--- src/rtl/hub75_pattern_gen_pkg.sv ---
// Shared HUB75 definitions: pattern mode codes, panel geometry helpers, the
// scale-to-BPC width rule and the stream FSM state type.
package hub75_pattern_gen_pkg;

    localparam logic [2:0] PAT_SOLID   = 3'd0;
    localparam logic [2:0] PAT_HGRAD   = 3'd1;
    localparam logic [2:0] PAT_VGRAD   = 3'd2;
    localparam logic [2:0] PAT_CHECKER = 3'd3;
    localparam logic [2:0] PAT_BARS    = 3'd4;
    localparam logic [2:0] PAT_WALK    = 3'd5;

    typedef enum logic {StIdle, StStream} state_t;

    function automatic int unsigned panel_width(input int unsigned colbits);
        return 32'd1 << colbits;
    endfunction

    function automatic int unsigned half_height(input int unsigned rowbits);
        return 32'd1 << rowbits;
    endfunction

    function automatic int unsigned panel_height(input int unsigned rowbits);
        return 32'd1 << (rowbits + 1);
    endfunction

    // Left-align a width-bit value in bpc bits: pad LSBs with zeros or drop LSBs.
    function automatic logic [31:0] scale_to_bpc(input logic [31:0] value,
                                                 input int unsigned width,
                                                 input int unsigned bpc);
        if (bpc >= width) begin
            return value << (bpc - width);
        end
        return value >> (width - bpc);
    endfunction

endpackage

--- src/rtl/hub75_pattern_pixel.sv ---
// Combinational pattern evaluator: one {R,G,B} pixel from the latched mode,
// effective column, panel row and frame counter LSBs.
module hub75_pattern_pixel
    import hub75_pattern_gen_pkg::*;
#(
    parameter int unsigned ROWBITS = 5,
    parameter int unsigned COLBITS = 6,
    parameter int unsigned BPC     = 8
) (
    input  logic [2:0]         mode,
    input  logic [COLBITS-1:0] xe,
    input  logic [ROWBITS:0]   py,
    input  logic [COLBITS-1:0] frame_lsb,
    input  logic [3*BPC-1:0]   color,
    output logic [3*BPC-1:0]   rgb
);

    logic [BPC-1:0] hval;
    logic [BPC-1:0] vval;
    logic           chk;
    logic [2:0]     bars;

    assign hval = BPC'(scale_to_bpc(32'(xe), COLBITS, BPC));
    assign vval = BPC'(scale_to_bpc(32'(py), ROWBITS + 1, BPC));
    // Bit 3 of column and row; zero-extension keeps narrow panels legal.
    assign chk  = ((32'(xe) ^ 32'(py)) & 32'd8) != 32'd0;
    assign bars = xe[COLBITS-1 -: 3];

    always_comb begin
        rgb = '0;
        case (mode)
            PAT_SOLID:   rgb = color;
            PAT_HGRAD:   rgb = {hval, hval, hval};
            PAT_VGRAD:   rgb = {vval, vval, vval};
            PAT_CHECKER: if (chk) rgb = '1;
            PAT_BARS:    rgb = {{BPC{bars[2]}}, {BPC{bars[1]}}, {BPC{bars[0]}}};
            PAT_WALK:    if (xe == frame_lsb) rgb = '1;
            default:     rgb = '0;
        endcase
    end

endmodule

--- src/rtl/hub75_pattern_gen.sv ---
// HUB75 test-pattern source streaming dual-row pixel pairs over valid/ready.
// Define HUB75_PATGEN_SCROLL_EN to scroll every pattern left one column per frame.
module hub75_pattern_gen
    import hub75_pattern_gen_pkg::*;
#(
    parameter int unsigned ROWBITS   = 5,
    parameter int unsigned COLBITS   = 6,
    parameter int unsigned BPC       = 8,
    parameter int unsigned FRAMEBITS = 16
) (
    input  logic                 clk,
    input  logic                 reset,
    input  logic                 enable,
    input  logic [2:0]           mode,
    input  logic [3*BPC-1:0]     color,
    output logic                 pix_valid,
    input  logic                 pix_ready,
    output logic [COLBITS-1:0]   pix_x,
    output logic [ROWBITS-1:0]   pix_y,
    output logic [3*BPC-1:0]     rgb1,
    output logic [3*BPC-1:0]     rgb2,
    output logic                 pix_last,
    output logic [FRAMEBITS-1:0] frame_count
);

    localparam logic [COLBITS-1:0] XMax      = COLBITS'(panel_width(COLBITS) - 1);
    localparam logic [ROWBITS-1:0] YMax      = ROWBITS'(half_height(ROWBITS) - 1);
    localparam logic [ROWBITS:0]   RowOffset = (ROWBITS + 1)'(half_height(ROWBITS));

    state_t                 state_q, state_d;
    logic [COLBITS-1:0]     x_q, x_d;
    logic [ROWBITS-1:0]     y_q, y_d;
    logic                   valid_q, valid_d;
    logic                   last_q, last_d;
    logic [FRAMEBITS-1:0]   fc_q, fc_d;
    logic [2:0]             mode_q, mode_d;
    logic [3*BPC-1:0]       color_q, color_d;
    logic [3*BPC-1:0]       rgb1_q, rgb1_d;
    logic [3*BPC-1:0]       rgb2_q, rgb2_d;
    logic [COLBITS-1:0]     xe_d;
    logic [ROWBITS:0]       py_top, py_bot;
    logic                   xfer;

    assign xfer = valid_q & pix_ready;

    always_comb begin
        state_d = state_q;
        x_d     = x_q;
        y_d     = y_q;
        valid_d = valid_q;
        fc_d    = fc_q;
        mode_d  = mode_q;
        color_d = color_q;
        unique case (state_q)
            StIdle: begin
                if (enable) begin
                    state_d = StStream;
                    valid_d = 1'b1;
                    x_d     = '0;
                    y_d     = '0;
                    mode_d  = mode;
                    color_d = color;
                end
            end
            StStream: begin
                if (xfer) begin
                    if (last_q) begin
                        fc_d = fc_q + FRAMEBITS'(1);
                        x_d  = '0;
                        y_d  = '0;
                        if (enable) begin
                            mode_d  = mode;
                            color_d = color;
                        end else begin
                            state_d = StIdle;
                            valid_d = 1'b0;
                        end
                    end else begin
                        x_d = x_q + COLBITS'(1);
                        if (x_q == XMax) y_d = y_q + ROWBITS'(1);
                    end
                end
            end
            default: state_d = StIdle;
        endcase
        last_d = valid_d && (x_d == XMax) && (y_d == YMax);
    end

    // Pixels are evaluated on next-state coordinates so they register with them.
`ifdef HUB75_PATGEN_SCROLL_EN
    assign xe_d = x_d + fc_d[COLBITS-1:0];
`else
    assign xe_d = x_d;
`endif
    assign py_top = {1'b0, y_d};
    assign py_bot = py_top + RowOffset;

    hub75_pattern_pixel #(
        .ROWBITS (ROWBITS),
        .COLBITS (COLBITS),
        .BPC     (BPC)
    ) u_pixel_top (
        .mode      (mode_d),
        .xe        (xe_d),
        .py        (py_top),
        .frame_lsb (fc_d[COLBITS-1:0]),
        .color     (color_d),
        .rgb       (rgb1_d)
    );

    hub75_pattern_pixel #(
        .ROWBITS (ROWBITS),
        .COLBITS (COLBITS),
        .BPC     (BPC)
    ) u_pixel_bot (
        .mode      (mode_d),
        .xe        (xe_d),
        .py        (py_bot),
        .frame_lsb (fc_d[COLBITS-1:0]),
        .color     (color_d),
        .rgb       (rgb2_d)
    );

    always_ff @(posedge clk) begin
        if (reset) begin
            state_q <= StIdle;
            x_q     <= '0;
            y_q     <= '0;
            valid_q <= 1'b0;
            last_q  <= 1'b0;
            fc_q    <= '0;
            mode_q  <= '0;
            color_q <= '0;
            rgb1_q  <= '0;
            rgb2_q  <= '0;
        end else begin
            state_q <= state_d;
            x_q     <= x_d;
            y_q     <= y_d;
            valid_q <= valid_d;
            last_q  <= last_d;
            fc_q    <= fc_d;
            mode_q  <= mode_d;
            color_q <= color_d;
            rgb1_q  <= rgb1_d;
            rgb2_q  <= rgb2_d;
        end
    end

    assign pix_valid   = valid_q;
    assign pix_x       = x_q;
    assign pix_y       = y_q;
    assign pix_last    = last_q;
    assign rgb1        = rgb1_q;
    assign rgb2        = rgb2_q;
    assign frame_count = fc_q;

endmodule
--- config.mk ---
export PLATFORM = sky130hd
export DESIGN_NAME = hub75_pattern_gen
export DESIGN_NICKNAME = d
export VERILOG_FILES = /design/src/rtl/hub75_pattern_gen_pkg.sv /design/src/rtl/hub75_pattern_pixel.sv /design/src/rtl/hub75_pattern_gen.sv
export SDC_FILE = /design/constraint.sdc
export NUM_CORES = 1
export LEC_CHECK = 0
export CAP_MARGIN = 40
export CORE_MARGIN = 8
export CORE_UTILIZATION = 45
export DETAILED_ROUTE_END_ITERATION = 10
export GPL_TIMING_DRIVEN = 0
export PLACE_DENSITY_LB_ADDON = 0.08
export RECOVER_POWER = 50
export SYNTH_ARGS = -nofsm -noshare
export SYNTH_HDL_FRONTEND = slang
export SYNTH_SLANG_ARGS = --single-unit
--- constraint.sdc ---
create_clock -name clk -period 4.75 [get_ports clk]
set_input_delay 0.95 -clock clk [delete_from_list [all_inputs] [get_ports clk]]
set_output_delay 0.95 -clock clk [all_outputs]
set_load 0.02 [all_outputs]
==> results by stage <==
Synthesis:
- Measured against the total synthesized area, the mux share comes to 8.464%.
- The share of synthesized cell area in full adder, half adder and majority cells is 0.9582%.
- The share of the synthesized area in the top cell type is 42.93%.
- The synthesized design contains 0 enable-type register cells.
- By area the synthesized netlist is led by dfxtp_1 43%, nor2_1 8.3%, mux2i_1 8.2%.
- By area, the combinational part of the netlist is dominated by simple AND/OR/NAND/NOR gates.
- The number of distinct library cells after synthesis is 54.
- Of all flip-flops after synthesis, the portion carrying an async set or reset was 0%.
- Sequential cells were found to cover 42.93% of the synthesized design area.
- The number of instances in the synthesized netlist is 451.
- The average instance area after synthesis is 8.686 um^2.
- The predominant post-synthesis flop cell is dfxtp_1.
- The mapped netlist covers 3918 um^2.
- After Yosys synthesis, and, or, nand and nor cells account for 24.18% of the synthesized area.
- The number of flip-flops and latches in the synthesized netlist is 84.
- The leading area contributor after synthesis is dfxtp_1.
- The synthesized netlist devotes 13.25% of its cell area to compound gates.
- The number of nets in the synthesized netlist is 485.
- For this run, the number of Yosys warnings is 0.
- The XOR/XNOR share of the synthesized area is 3.801%.

Clock network:
- After clock tree synthesis, the setup repair step added 0 buffers.
- The number of instances resized during post-cts repair is 0.
- The number of clock buffers inserted by TritonCTS is 9.
- The H-tree was split into 3 levels.
- Clock-pin slew was measured on the worst setup and hold paths at 90 ps.
- TritonCTS built the clock tree.
- For this design, the sink count on the clock tree is 84.
- Hold repair after CTS inserted 0 buffers.
- The insertion delay of the later-clocked pin in the worst-skew pair is 350 ps.
- The maximum clock insertion buffer count is 2.
- The root buffer cell chosen for the clock tree is clkbuf_8.

Detailed routing:
- The first detailed-routing pass ran for 4 iterations.
- Across all layers, the routed design uses 3672 vias.
- The wire length per cell after detailed routing is 16.70 um.
- Dividing the detail-routed via count by the number of cells gives 5.392.
- Wires add up to 11370 um.
- After the first detailed-routing iteration, the DRC count stood at 222.
- The post-route DRC violation count is 0.
- Once detail routing completed, the nets flagged for antenna violations numbered 0.

Cells and area:
- The post-route netlist has 9.948% of its cells at a drive strength greater than 1.
- Summing all flip-flop and latch instances after layout gives 1682 um^2.
- The layout net count is 602.
- Summing all multi-input logic gate instances after layout gives 1982 um^2.
- The total inserted antenna cells is 0.
- The area overhead of the layout relative to synthesis is 36.19%.
- In the layout the commonest cells are 88 x nor2_1, 84 x dfxtp_1, 70 x dlygate4sd3_1, 36 x clkdlybuf4s50_1, 32 x mux2i_1.
- Measured on the finished design, the core utilization comes to 62.09%.
- The number of fill cells in the layout is 785.
- Leaving out fill and tap cells, the most frequent cell in the layout is nor2_1.

Power:
- For this design the ratio of total power to cell area is 294.5 nW/um^2.
- In this run the static leakage power is 2.179 nW.
- Per report_power, the clock group accounts for 36.7% of the total.
- The design draws 1.571 mW.
- The internal power is 1.159 mW.
- The maximum vdd drop is 128.3 uV.
- The switching part of the total power is 26.21%.
- In this run, the combinational gates consume 15.7% of the power.
- The portion of total power attributed to sequential cells is 47.6%.
- The net switching power is 0.4119 mW.

Worst setup path:
- STA classifies the critical path endpoint as a flop.
- The worst setup path is launched from a primary input.
- The arrival time at the worst endpoint is 4080 ps.
- Of all nets on the critical path, the largest fanout is 10.
- By startpoint and endpoint, the worst setup path is classified as in2reg.
- At the worst endpoint, the required time is 4940 ps.

Die:
- The die outline area is 11950 um^2.
- The initial core utilization is 45.59%.
- For this design the top-level I/O count stands at 108.
- The die boundary height is 109.3 um.
- The floorplan step defined a core boundary enclosing 8593 um^2.
- The floorplan step set the die width to 109.3 um.
- The floorplan has 34 rows.

STA:
- The number of endpoints failing setup at the final stage is 0.
- For the pin with the worst max-slew slack, the measured transition is 806.9 ps.
- Setup repair after global routing left no endpoint under its margin.
- The number of pins exceeding their max-slew limit in the final report came to 0.
- The setup skew after layout is 12.37 ps.
- The hold violation count in the final report was 0.
- Dividing the final minimum period by the clock period gives 82.06%.
- The final critical delay including setup and external delays is 3898 ps.
- The worst-case hold slack is 490.8 ps.
- The relative slew slack is 45.96%.
- For the final routed database, the setup TNS stands at 0 ps.
- The peak clock frequency supported by timing is 256.5 MHz.

Global routing:
- The number of antenna violations at the first check in global routing is 0.
- The number of global-route vias before repair was 3608.
- The global-route wire length before repair is 17820 um.
- Across every metal layer, demand over resource in global routing totals 18.81%.
- Entering global routing, the biggest net connects 15 pins.
- Summed over all layers, the global routing overflow is 0.

Place:
- The congestion estimate from routability-driven global placement came to 0.8834.
- The count of buffers from port buffering is 106.
- Summed over all nets, the half-perimeter wirelength after detailed placement is 8541 um.

Run:
- The max-capacitance violation count is 0.

Outcome:
- The flow ran to the end, and the final reports show no timing, DRC or antenna violations.

Hold path:
- The type of the worst min-delay path is reg2reg.
-- synth_stat cells, drive strengths merged (3+ instances only) --
| cell type | count |
|---|---|
| nor2 | 88 |
| dfxtp | 84 |
| mux2i | 32 |
| buf | 30 |
| nand2 | 22 |
| a31oi | 19 |
| a21oi | 17 |
| nand3 | 17 |
| o21ai | 14 |
| clkbuf | 10 |
| nor3 | 10 |
| xor2 | 9 |
| or2 | 8 |
| xnor2 | 8 |
| nand4 | 7 |
| o211ai | 6 |
| or3 | 6 |
| and2 | 5 |
| and3 | 5 |
| nor4 | 5 |
| a211oi | 4 |
| nand2b | 4 |
| nand4b | 4 |
| o21a | 4 |
| ha | 3 |
| inv | 3 |
| nor2b | 3 |
-- flip-flops by register name, summed over array words and instances (netlist names) --
name	count
color_q	24
frame_count	16
mode_q	3
pix_last	1
pix_valid	1
pix_x	6
pix_y	5
rgb1	24
rgb2	3
state_q	1
-- power groups by stage --
stage / registers (mW) / clock network (mW) / logic [mW]
after floorplan: 0.781 / 0 / 0.130
after global placement: 0.764 / 0 / 0.254
after global routing: 0.751 / 0.615 / 0.267
after CTS: 0.749 / 0.579 / 0.257
final: 0.748 / 0.577 / 0.246
after detailed placement: 0.765 / 0 / 0.256
-- per-layer routing --
| layer | vias to the layer above | track usage, % | share of wire, % | wire (um) |
|---|---|---|---|---|
| met4 | 0 | 6.557 | 1.6 | 182 |
| met5 | - | 0 | 0 | 0 |
| met1 | 1721 | 23.09 | 43 | 4894 |
| met2 | 126 | 31.02 | 47 | 5322 |
| met3 | 16 | 5.275 | 8.5 | 972 |
| li1 | 1809 | - | - | - |
-- worst max-delay path, stage by stage --
cell	delay (ps)
dlygate4sd3_1	600
clkbuf_1	340
nand4_1	220
nand2_1	310
buf_2	370
mux2i_1	400
nor2_1	80
a31oi_1	620
a31oi_1	180
-- cells by family after synthesis --
logic type | Yosys count
xor+xnor | 17
compound gates | 79
simple gates | 192
mux | 33
fa+ha+maj | 3
flops | 84
buf+inv | 43
-- final cells by class --
| cell class | count | area share (%) |
|---|---|---|
| Tap cell | 108 | 2.533 |
| Buffer | 40 | 4.479 |
| Clock buffer | 11 | 2.650 |
| Sequential cell | 84 | 31.52 |
| Timing Repair Buffer | 106 | 19.89 |
| Clock inverter | 5 | 1.571 |
| Multi-Input combinational cell | 324 | 37.15 |
| Inverter | 3 | 0.2111 |
-- worst paths after layout --
kind	start	end	slack (ps)	cells after the start
hold reg to reg	color_q[3]	color_q[3]	490	2
hold / removal	color_q[3]	color_q[3]	490	2
setup / recovery	pix_ready	rgb1[21]	850	9
setup reg to reg	pix_valid	rgb1[21]	1770	8
-- per-stage QoR --
| step | area, um^2 | worst slack, ps | cells |
|---|---|---|---|
| after floorplan | 3918 | 1879 | 451 |
| after global placement | 5114 | 804.3 | 665 |
| after detailed placement | 5114 | 726.3 | 665 |
| after CTS | 5339 | 1104 | 681 |
| after global routing | 5335 | 693.3 | 681 |
| final | 5335 | 852.0 | 681 |
Note: power is estimated with default switching activity, not from simulation.
==> variant, RTL diff (same flow settings) <==
The option `HUB75_PATGEN_SCROLL_EN` is turned on by a define.
--- a/src/rtl/hub75_pattern_gen.sv
+++ b/src/rtl/hub75_pattern_gen.sv
@@ -2,2 +2,4 @@
 // Define HUB75_PATGEN_SCROLL_EN to scroll every pattern left one column per frame.
+`define HUB75_PATGEN_SCROLL_EN
+
 module hub75_pattern_gen
Check against the original RTL: no difference found for any inputs over 4 cycles, from zero or initial values and one cycle with reset high; that may be too few to reach the edited logic, so the function may still have changed.
==> variant against the original RTL <==
  * Clock power down 20%
  * Routed wire length increased by 9.2%
  * Sequential cell count is the same
  * Synthesized area increased by 12%
  * Cell area up 8.7%
  * Setup slack got worse by 0.46 ns
  * Sequential power about the same
  * Power shrank 6.9%
  * Final cell count is 10% higher
==> variant: results <==
{
  "grt_max_degree": 16,
  "post-place-ws_ns": 0.003074,
  "synth_warnings": 0,
  "fin_worst_skew_ns": 0.01146,
  "place_area_um2": 5639,
  "synth-xor-area-share_pct": 4.600,
  "ir_worst_vdd_v": 0.0001345,
  "postCtsSetupBuffers": 0,
  "antenna_found_initial": 0,
  "setup_viol": 0,
  "tightest_slew_ns": 0.7700,
  "clk_pin_slew_ns": 0.08,
  "cts_buffers": 9,
  "via_count": 4013,
  "grt_first_pass_wirelength_mm": 19.89,
  "post_cts_resized": 0,
  "synth-compound-area-share_pct": 16.13,
  "clock_latency_ns": 0.36,
  "drive_gt1_share_pct": 13.11,
  "grt_pass1_vias": 3915,
  "cts_root_buf": "clkbuf_8",
  "post-route-util_pct": 60.18,
  "drt_iter0_drc": 169,
  "cp_slowest_cell": "o21ai_0",
  "synthTopCellsByArea": "dfxtp_1, nor2_1, mux2i_1",
  "ctsLongestPathBuffers": 2,
  "syn_inst": 495,
  "max_stage_delay_ns": 0.50,
  "place_inst": 735,
  "synthTopCellsByCount": "nor2_1, dfxtp_1, mux2i_1, buf_4, nand3_1",
  "hp-class": "reg2reg",
  "synth_cell_types": 69,
  "async_flop_share_pct": 0,
  "dp_hpwl_mm": 9.731,
  "synthMuxAreaShare_pct": 7.041,
  "layout.nets": 653,
  "grt_util_all_layers_pct": 18.86,
  "syn_nets": 535,
  "cp_top_family": "compound AO/OA/AOI/OAI gates",
  "diodes": 0,
  "gp_congestion": 0.8294,
  "synth_fa_ha_area_share_pct": 2.726,
  "p_leak_nw": 2.491,
  "synth_edf_count": 0,
  "status": "complete, no violations",
  "avgRoutedWirePerCell_um": 16.53,
  "critPathMaxFanout": 10,
  "layoutNonFillerInstCount": 751,
  "synth-seq-area-share_pct": 38.16
}
variant: power breakdown:
group,switching [mW],internal (mW)
clock network,0.270,0.192
registers,0.0126,0.733
logic,0.140,0.115
total,0.422,1.04
variant: final timing paths:
| path | startpoint | endpoint | slack (ns) | depth (start not counted) |
|---|---|---|---|---|
| max | pix_ready | rgb1[8]$_SDFF_PP0_ | 0.39 | 15 |
| min reg2reg | color_q[21]$_SDFF_PP0_ | color_q[21]$_SDFF_PP0_ | 0.49 | 2 |
| min | color_q[21]$_SDFF_PP0_ | color_q[21]$_SDFF_PP0_ | 0.49 | 2 |
| max reg2reg | pix_last$_SDFF_PP0_ | rgb1[8]$_SDFF_PP0_ | 1.06 | 13 |
variant: tightest hold or removal path, stage by stage, from the launching register on:
cell and delay, ns:
dfxtp_1 0.31, mux2i_1 0.07, nor2_1 0.08
variant: stage by stage:
stage | hold slack (ns) | setup TNS (ns)
detailed placement | 0.4805 | 0
floorplan | 0.4486 | 0
global route | 0.5279 | 0
finish | 0.4935 | 0
global placement | 0.4633 | -0.02806
CTS | 0.4997 | 0
variant: area by class of cell:
type / instances / area [um^2]
flip-flops and latches: 84 / 1682
clock buffers: 9 / 123.9
well taps: 133 / 166.4
inverters: 11 / 41.29
fillers: 895 / 3839
multi-input cells: 355 / 2366
plain buffers: 45 / 304.0
clock inverters: 7 / 51.30
repair buffers: 107 / 1066
variant: per-layer routing:
layer / wire length (um) / global-route usage, %
met1: 5234 / 21.99
met2: 6177 / 33.40
met3: 773 / 3.939
met4: 230 / 6.567
met5: 0 / 0
